===== src/rtl/reg_file_2r1w.sv =====
// ----------------------------------------------------------------------------
// reg_file_2r1w
// 32-entry general-purpose register file for the CPU datapath.
// Two registered read ports (rs1/rs2) and one write port (rd). x0 reads as
// zero and ignores writes.
//
// Ports:
//   clk       rising-edge clock
//   reset     asynchronous, active-high reset (clears rf and both outputs)
//   en        global enable; when low nothing but reset changes state
//   readEn    read enable shared by both read ports
//   writeEn   write enable
//   rs1, rs2  read addresses
//   rd        write address
//   dataIn    write data
//   readOut1  registered read data, port 1 (1-cycle latency)
//   readOut2  registered read data, port 2 (1-cycle latency)
//
// Configuration macro:
//   WRITE_BYPASS_EN  defined   -> same-address read during a write returns
//                                 dataIn (write-first)
//                    undefined -> read returns the pre-write contents
//                                 (read-first)
// ----------------------------------------------------------------------------
module reg_file_2r1w #(
    parameter int unsigned DATA_W   = 32,
    parameter int unsigned ADDR_W   = 5,
    parameter int unsigned NUM_REGS = 32  // must equal 2**ADDR_W
) (
    input  logic              clk,
    input  logic              reset,
    input  logic              en,
    input  logic              readEn,
    input  logic              writeEn,
    input  logic [ADDR_W-1:0] rs1,
    input  logic [ADDR_W-1:0] rs2,
    input  logic [ADDR_W-1:0] rd,
    input  logic [DATA_W-1:0] dataIn,
    output logic [DATA_W-1:0] readOut1,
    output logic [DATA_W-1:0] readOut2
);

    // Storage; name and indexing are probed from outside.
    logic [DATA_W-1:0] rf [0:NUM_REGS-1];

    logic [DATA_W-1:0] r_read_out1;
    logic [DATA_W-1:0] r_read_out2;

    logic              w_wr_fire;
    logic              w_rd_fire;
    logic [DATA_W-1:0] w_rd_data1;
    logic [DATA_W-1:0] w_rd_data2;

    // Writes to x0 are dropped here so rf[0] can never leave zero.
    assign w_wr_fire = en & writeEn & (rd != '0);
    assign w_rd_fire = en & readEn;

    // Read data selection, x0 forced to zero on both ports.
    always_comb begin
        w_rd_data1 = '0;
        w_rd_data2 = '0;
        if (rs1 != '0) begin
            w_rd_data1 = rf[rs1];
`ifdef WRITE_BYPASS_EN
            if (w_wr_fire && (rs1 == rd)) begin
                w_rd_data1 = dataIn;
            end
`endif
        end
        if (rs2 != '0) begin
            w_rd_data2 = rf[rs2];
`ifdef WRITE_BYPASS_EN
            if (w_wr_fire && (rs2 == rd)) begin
                w_rd_data2 = dataIn;
            end
`endif
        end
    end

    // Register array.
    always_ff @(posedge clk or posedge reset) begin
        if (reset) begin
            for (int i = 0; i < int'(NUM_REGS); i++) begin
                rf[i] <= '0;
            end
        end else if (w_wr_fire) begin
            rf[rd] <= dataIn;
        end
    end

    // Output registers hold their value whenever a read does not fire.
    always_ff @(posedge clk or posedge reset) begin
        if (reset) begin
            r_read_out1 <= '0;
            r_read_out2 <= '0;
        end else if (w_rd_fire) begin
            r_read_out1 <= w_rd_data1;
            r_read_out2 <= w_rd_data2;
        end
    end

    assign readOut1 = r_read_out1;
    assign readOut2 = r_read_out2;

endmodule


===== config.mk =====
export PLATFORM = sky130hd
export DESIGN_NAME = reg_file_2r1w
export DESIGN_NICKNAME = d
export VERILOG_FILES = /design/src/rtl/reg_file_2r1w.sv
export SDC_FILE = /design/constraint.sdc
export NUM_CORES = 2
export LEC_CHECK = 0
export CAP_MARGIN = 40
export CORE_MARGIN = 3
export CORE_UTILIZATION = 65
export CTS_CLUSTER_DIAMETER = 120
export DETAILED_ROUTE_END_ITERATION = 8
export PLACE_DENSITY = 0.83
export SLEW_MARGIN = 40
export SYNTH_ARGS = -nofsm -noshare
export SYNTH_HDL_FRONTEND = slang
export SYNTH_SLANG_ARGS = --single-unit

===== constraint.sdc =====
create_clock -name clk -period 107.4 [get_ports clk]
set_input_delay 16.11 -clock clk [delete_from_list [all_inputs] [get_ports clk]]
set_output_delay 16.11 -clock clk [all_outputs]
set_load 0.02 [all_outputs]

# Word-level counts from Yosys, hierarchy flattened
# Index checks and enable logic that the tools add are counted.
dict set report word_totals {
  elab_cells 59
  output_inout_bits 64
  regBits 1088
  input_bits 52
}
dict set report op_classes {
  n_mux 11
  order_cmp 4
  bitwise_logic 6
  reduce_logical 4
}
# operator n
set ops {}
lappend ops {{bitwise mux 1024 bit} 1}
lappend ops {{binary-select mux 32 bit (select 5 bit)} 2}
lappend ops {{2-to-1 mux 32 bit} 7}
lappend ops {{demux 32 bit (select 5 bit)} 1}
lappend ops {{>= comparator 6 bit, second input constant} 3}
lappend ops {{NOT 5 -> 6 bit} 3}
lappend ops {{nonzero test 5 bit} 3}
lappend ops {{less-than comparator 6 x 1 -> 1 bit, second input constant} 1}
lappend ops {{bitwise AND 1 bit} 3}
lappend ops {{logical AND 1 bit} 1}

# Longest topological paths before layout
dict set report logic_depth {
  depth_word 6
  depth_mapped 9
  ltp_nobuf 5
}

# Worst setup path after synthesis
# OpenSTA, ideal clock, no wires.
dict set report synth_timing {
  path_kind {input port to flip-flop}
  startpoint {in rs2[2]}
  endpoint {reg r_read_out2[10] (netlist: readOut2[10])}
  path_slack_ns 89.773
  arrival_ns 17.506
  t_required_ns 107.278
  cell_stages 7
  path_buffers 3
  setup_ns 0.122
  path_cell_list {buf_4 -> buf_2 -> buf_1 -> mux4_2 -> mux2i_1 -> nand2_1 -> a32o_1}
}
dict set report synth_between {
  elab_chain_len 5
  elab_cells_between_ends 6
  classes_between {mux: 4; bitwise: 1; reduce/logical: 1}
}
# element line_no
set synth_rtl {}
lappend synth_rtl {{start: declaration} 36} ;# input logic [ADDR_W-1:0] rs2,
lappend synth_rtl {{NOT 5 -> 6 bit (implied by the code)} 71} ;# w_rd_data2 = rf[rs2];
lappend synth_rtl {{binary-select mux 32 bit (select 5 bit)} 71}
lappend synth_rtl {{2-to-1 mux 32 bit (implied by the code) (2 in a row)} 71}
lappend synth_rtl {{2-to-1 mux 32 bit *} 70} ;# if (rs2 != '0) begin
lappend synth_rtl {{end signal: assignment} 98} ;# r_read_out2 <= w_rd_data2;
lappend synth_rtl {{end: declaration} 47} ;# logic [DATA_W-1:0] r_read_out2;
# Mark *: on every way between the ends. The rest lies on a longest branch, timed or not. The select of a mux whose other input is x is not followed.
# A chain may end at the register's enable or synchronous reset.

# Final worst setup path
dict set report layout_timing {
  startpoint {in rs2[1]}
  endpoint {reg r_read_out2[18] (netlist: readOut2[18])}
}
# Same word-level chain as after synthesis.

==> run metrics <==
post-DR vias/cell 7.19; largest net degree at the start of global routing 120; num ports 116; final worst slack 88.15 ns; hold_buf cts 0; reg2reg end readOut2[26]; proportion of synthesized area in mux cells 0.392; postcts setup bufs 0; simple-gate share of the synthesized area 0.0458; Compound-Gate Fraction of Synth Area 0.0458; share of power burned in combinational logic 0.157; area leader, netlist dfrtp_1; Setup Viol. Count Final 0; Worst Setup End Kind register; layout cell share with drive strength beyond 1 0.441; cell depth of the worst flop-to-flop path 5; Hold Path End rf[995]; sequential share of the synthesized area 0.476; final hold violations 0; H-tree lvl count 3; reg-to-reg setup timing slack 105.62 ns; post-synth cell types 45; CTS tree built; Synth top area share 0.476; antenna viol nets, final 0; filler instances between 5000 and 6000; Hold Crit Class reg2reg; synth-to-layout area growth 9.13%; maximum clock frequency roughly 52 MHz; Fin Setup TNS 0 ns; Worst-Skew Late Latency 0.70 ns; Synth Net Count between 4000 and 5000; Clk pin slew, worst setup/hold paths 0.06 ns; drc violations 0; Synth Area in Adders 0; total track usage 0.346; leakage approximately 28 nW; max incr delay on CP 0.74 ns; Setup Skew roughly 0.028 ns; port bufs 115; Place WS 87.12 ns; post-CTS resize count 0; Slew @ Worst Pin between 0.9 and 1 ns; drt first pass iters 6; routed len/inst 30.1 µm; initial antenna violation count 0; slew margin rel. 0.389; Bufs and invs on worst path 4; Main synth FF type dfrtp_1; Cell Area, Synth 57200 µm²; Max stage delay cell, worst path buf_4; RSZ-0062 raised after global routing false; XOR/XNOR Fraction of Synth Area 0; Yosys reg bits 1088; status finished, final reports clean; GRT Residual Overflow 0; minimum clock period 19.25 ns; CTS Sinks 1088; gpl congestion a little over 0.8; crit-path leading delay family buffers and inverters; die width 303 µm; Hold Crit Depth 0; Syn. warnings 0; Crit path required time 107.97 ns; cells along the critical path buf_8 -> buf_4 -> buf_4 -> buf_4 -> mux4_1 -> nand2_1 -> nand3_1 -> a32o_1; sequential power share 0.462; Die H 303 µm; Startpoint Class primary input; largest family of logic cells by synthesized area multiplexers; Internal 0.809 mW; Hold Slack 0.393 ns; root buffer cell clkbuf_16; sw frac 0.261; min-delay src rf[995]; synth top area cells dfrtp_1 48%, mux2_2 22%, mux4_2 12%; pwr dens 17.5 nW/µm²; DIE AREA 91700 µm²; Max-Cap Viols 0; grt met3 use 0.0721; first-pass GRT wire length between 200 and 250 mm; CP dominant cell by count buf_4; vias in the first global route 38500; FFs w/ async S/R, synth 1.00; post-layout util 0.718; CTS max path bufs 3; routed wire length 157 mm; Syn Area/Cell 14.0 µm²; GR Util met1 0.481; Clock power frac 0.382; busiest layer in global routing met2; core area between 80000 and 90000 µm²; DRC marker count from the first detailed-route iteration 3916; CP Class in2reg; reg2reg start rf[218]; Post-synth EDFFs 0; fin. max-slew vios 0; via count 37500; detailed placement HPWL 87.4 mm; final worst path period share 0.179; Starting Density 0.658; crit-path max FO between 60 and 70; Max IR drop VDD around 0.000016 V; row count 108; total CTS buffers 112; grt met2 use 0.534; Switching Power 0.285 mW; crit path DAT approximately 20 ns; Synth Instances ~4100; Final nets about 4000
[synth_stat cells (3+ instances only)]
master     number
buf_2         179
o2111ai_1      60
dfrtp_1      1088
o22ai_1        60
clkbuf_1      180
nor3_1         69
buf_6          32
a22oi_1        60
nand3_1        68
nand4_1         5
nand2_1       211
mux4_1         12
buf_4          39
nand2b_1       63
inv_1           4
nor3b_1         3
buf_8           4
nand3b_1        7
mux2i_1       260
mux4_2        308
a21oi_1         3
a32o_1         62
buf_1           9
nor2b_1        66
nor2_1         25
mux2_2       1116
a211oi_1       70
[stage by stage]
stage,std cells,total power [mW],area (µm²)
6_report,5216,1.09,62500
5_1_grt,5215,1.13,62500
4_1_cts,5214,1.10,62400
3_5_place_dp,5004,0.680,58400
3_3_place_gp,5001,0.670,58400
2_1_floorplan,4093,0.632,57200
[registers in the layout, summed over array words and instances, names as in the netlist]
signal / flops
readOut1: 32
readOut2: 32
rf: 1024
[routing by layer]
metal,vias to the layer above,share of wire
li1,15200,-
met1,19900,0.39
met2,1967,0.47
met3,453,0.092
met4,0,0.046
met5,-,0
[area by class of cell]
type,count,area [µm²],share of cell area
Tap cell,1155,1450,0.0231
Inverter,4,22.5,0.000360
Antenna cell,1,2.50,0.0000401
Clock inverter,57,820,0.0131
Clock buffer,153,3180,0.0508
Multi-Input combinational cell,2555,27900,0.447
Timing Repair Buffer,203,1870,0.0299
Sequential cell,1088,27200,0.436
[layout by cell type (no fill, tap or decap), types with 3 or more instances in the layout]
| cell type | n |
|---|---|
| mux2_2 | 1116 |
| dfrtp_1 | 1088 |
| mux4_2 | 308 |
| mux2i_1 | 260 |
| nand2_1 | 195 |
| clkbuf_16 | 112 |
| clkdlybuf4s50_1 | 77 |
| a211oi_1 | 70 |
| nor3_1 | 69 |
| nand3_1 | 66 |
| nand2b_1 | 63 |
| a32o_1 | 62 |
| nor2b_1 | 62 |
| buf_4 | 61 |
| o2111ai_1 | 60 |
| a22oi_1 | 60 |
| o22ai_1 | 60 |
| buf_2 | 32 |
| clkinv_2 | 31 |
| clkbuf_8 | 22 |
| buf_6 | 21 |
| clkbuf_1 | 19 |
| bufinv_16 | 17 |
| nor2_4 | 16 |
| nand2_2 | 13 |
| mux4_1 | 12 |
| nor2_1 | 9 |
| nand3b_1 | 7 |
| nand4_1 | 5 |
| buf_12 | 5 |
| nor2b_4 | 4 |
| buf_8 | 4 |
| inv_1 | 3 |
| nand2_4 | 3 |
| clkinv_8 | 3 |
| buf_16 | 3 |
[worst max path at each step]
stage                      start      endpoint  depth (start not counted)
final                     rs2[1]  readOut2[18]                          8
after global routing      rs2[1]  readOut2[16]                          9
after detailed placement  rs1[1]  readOut1[22]                          8
after global placement    rs1[1]  readOut1[22]                          8
after CTS                 rs1[1]  readOut1[22]                          8
after floorplan            reset   readOut1[0]                          1
[power by group through the flow]
stage | clock network, mW | registers [mW] | logic (mW)
floorplan | 0 | 0.502 | 0.130
global placement | 0 | 0.505 | 0.165
detailed placement | 0 | 0.510 | 0.170
CTS | 0.422 | 0.503 | 0.172
global route | 0.440 | 0.511 | 0.184
finish | 0.418 | 0.505 | 0.171
[kinds of logic after synthesis]
kind of cell	Yosys count
AO/OA/AOI/OAI	328
buffers and inverters	450
flip-flops	1088
multiplexers	1696
AND/OR/NAND/NOR	531
No activity file was read; power rests on OpenSTA's default activity.
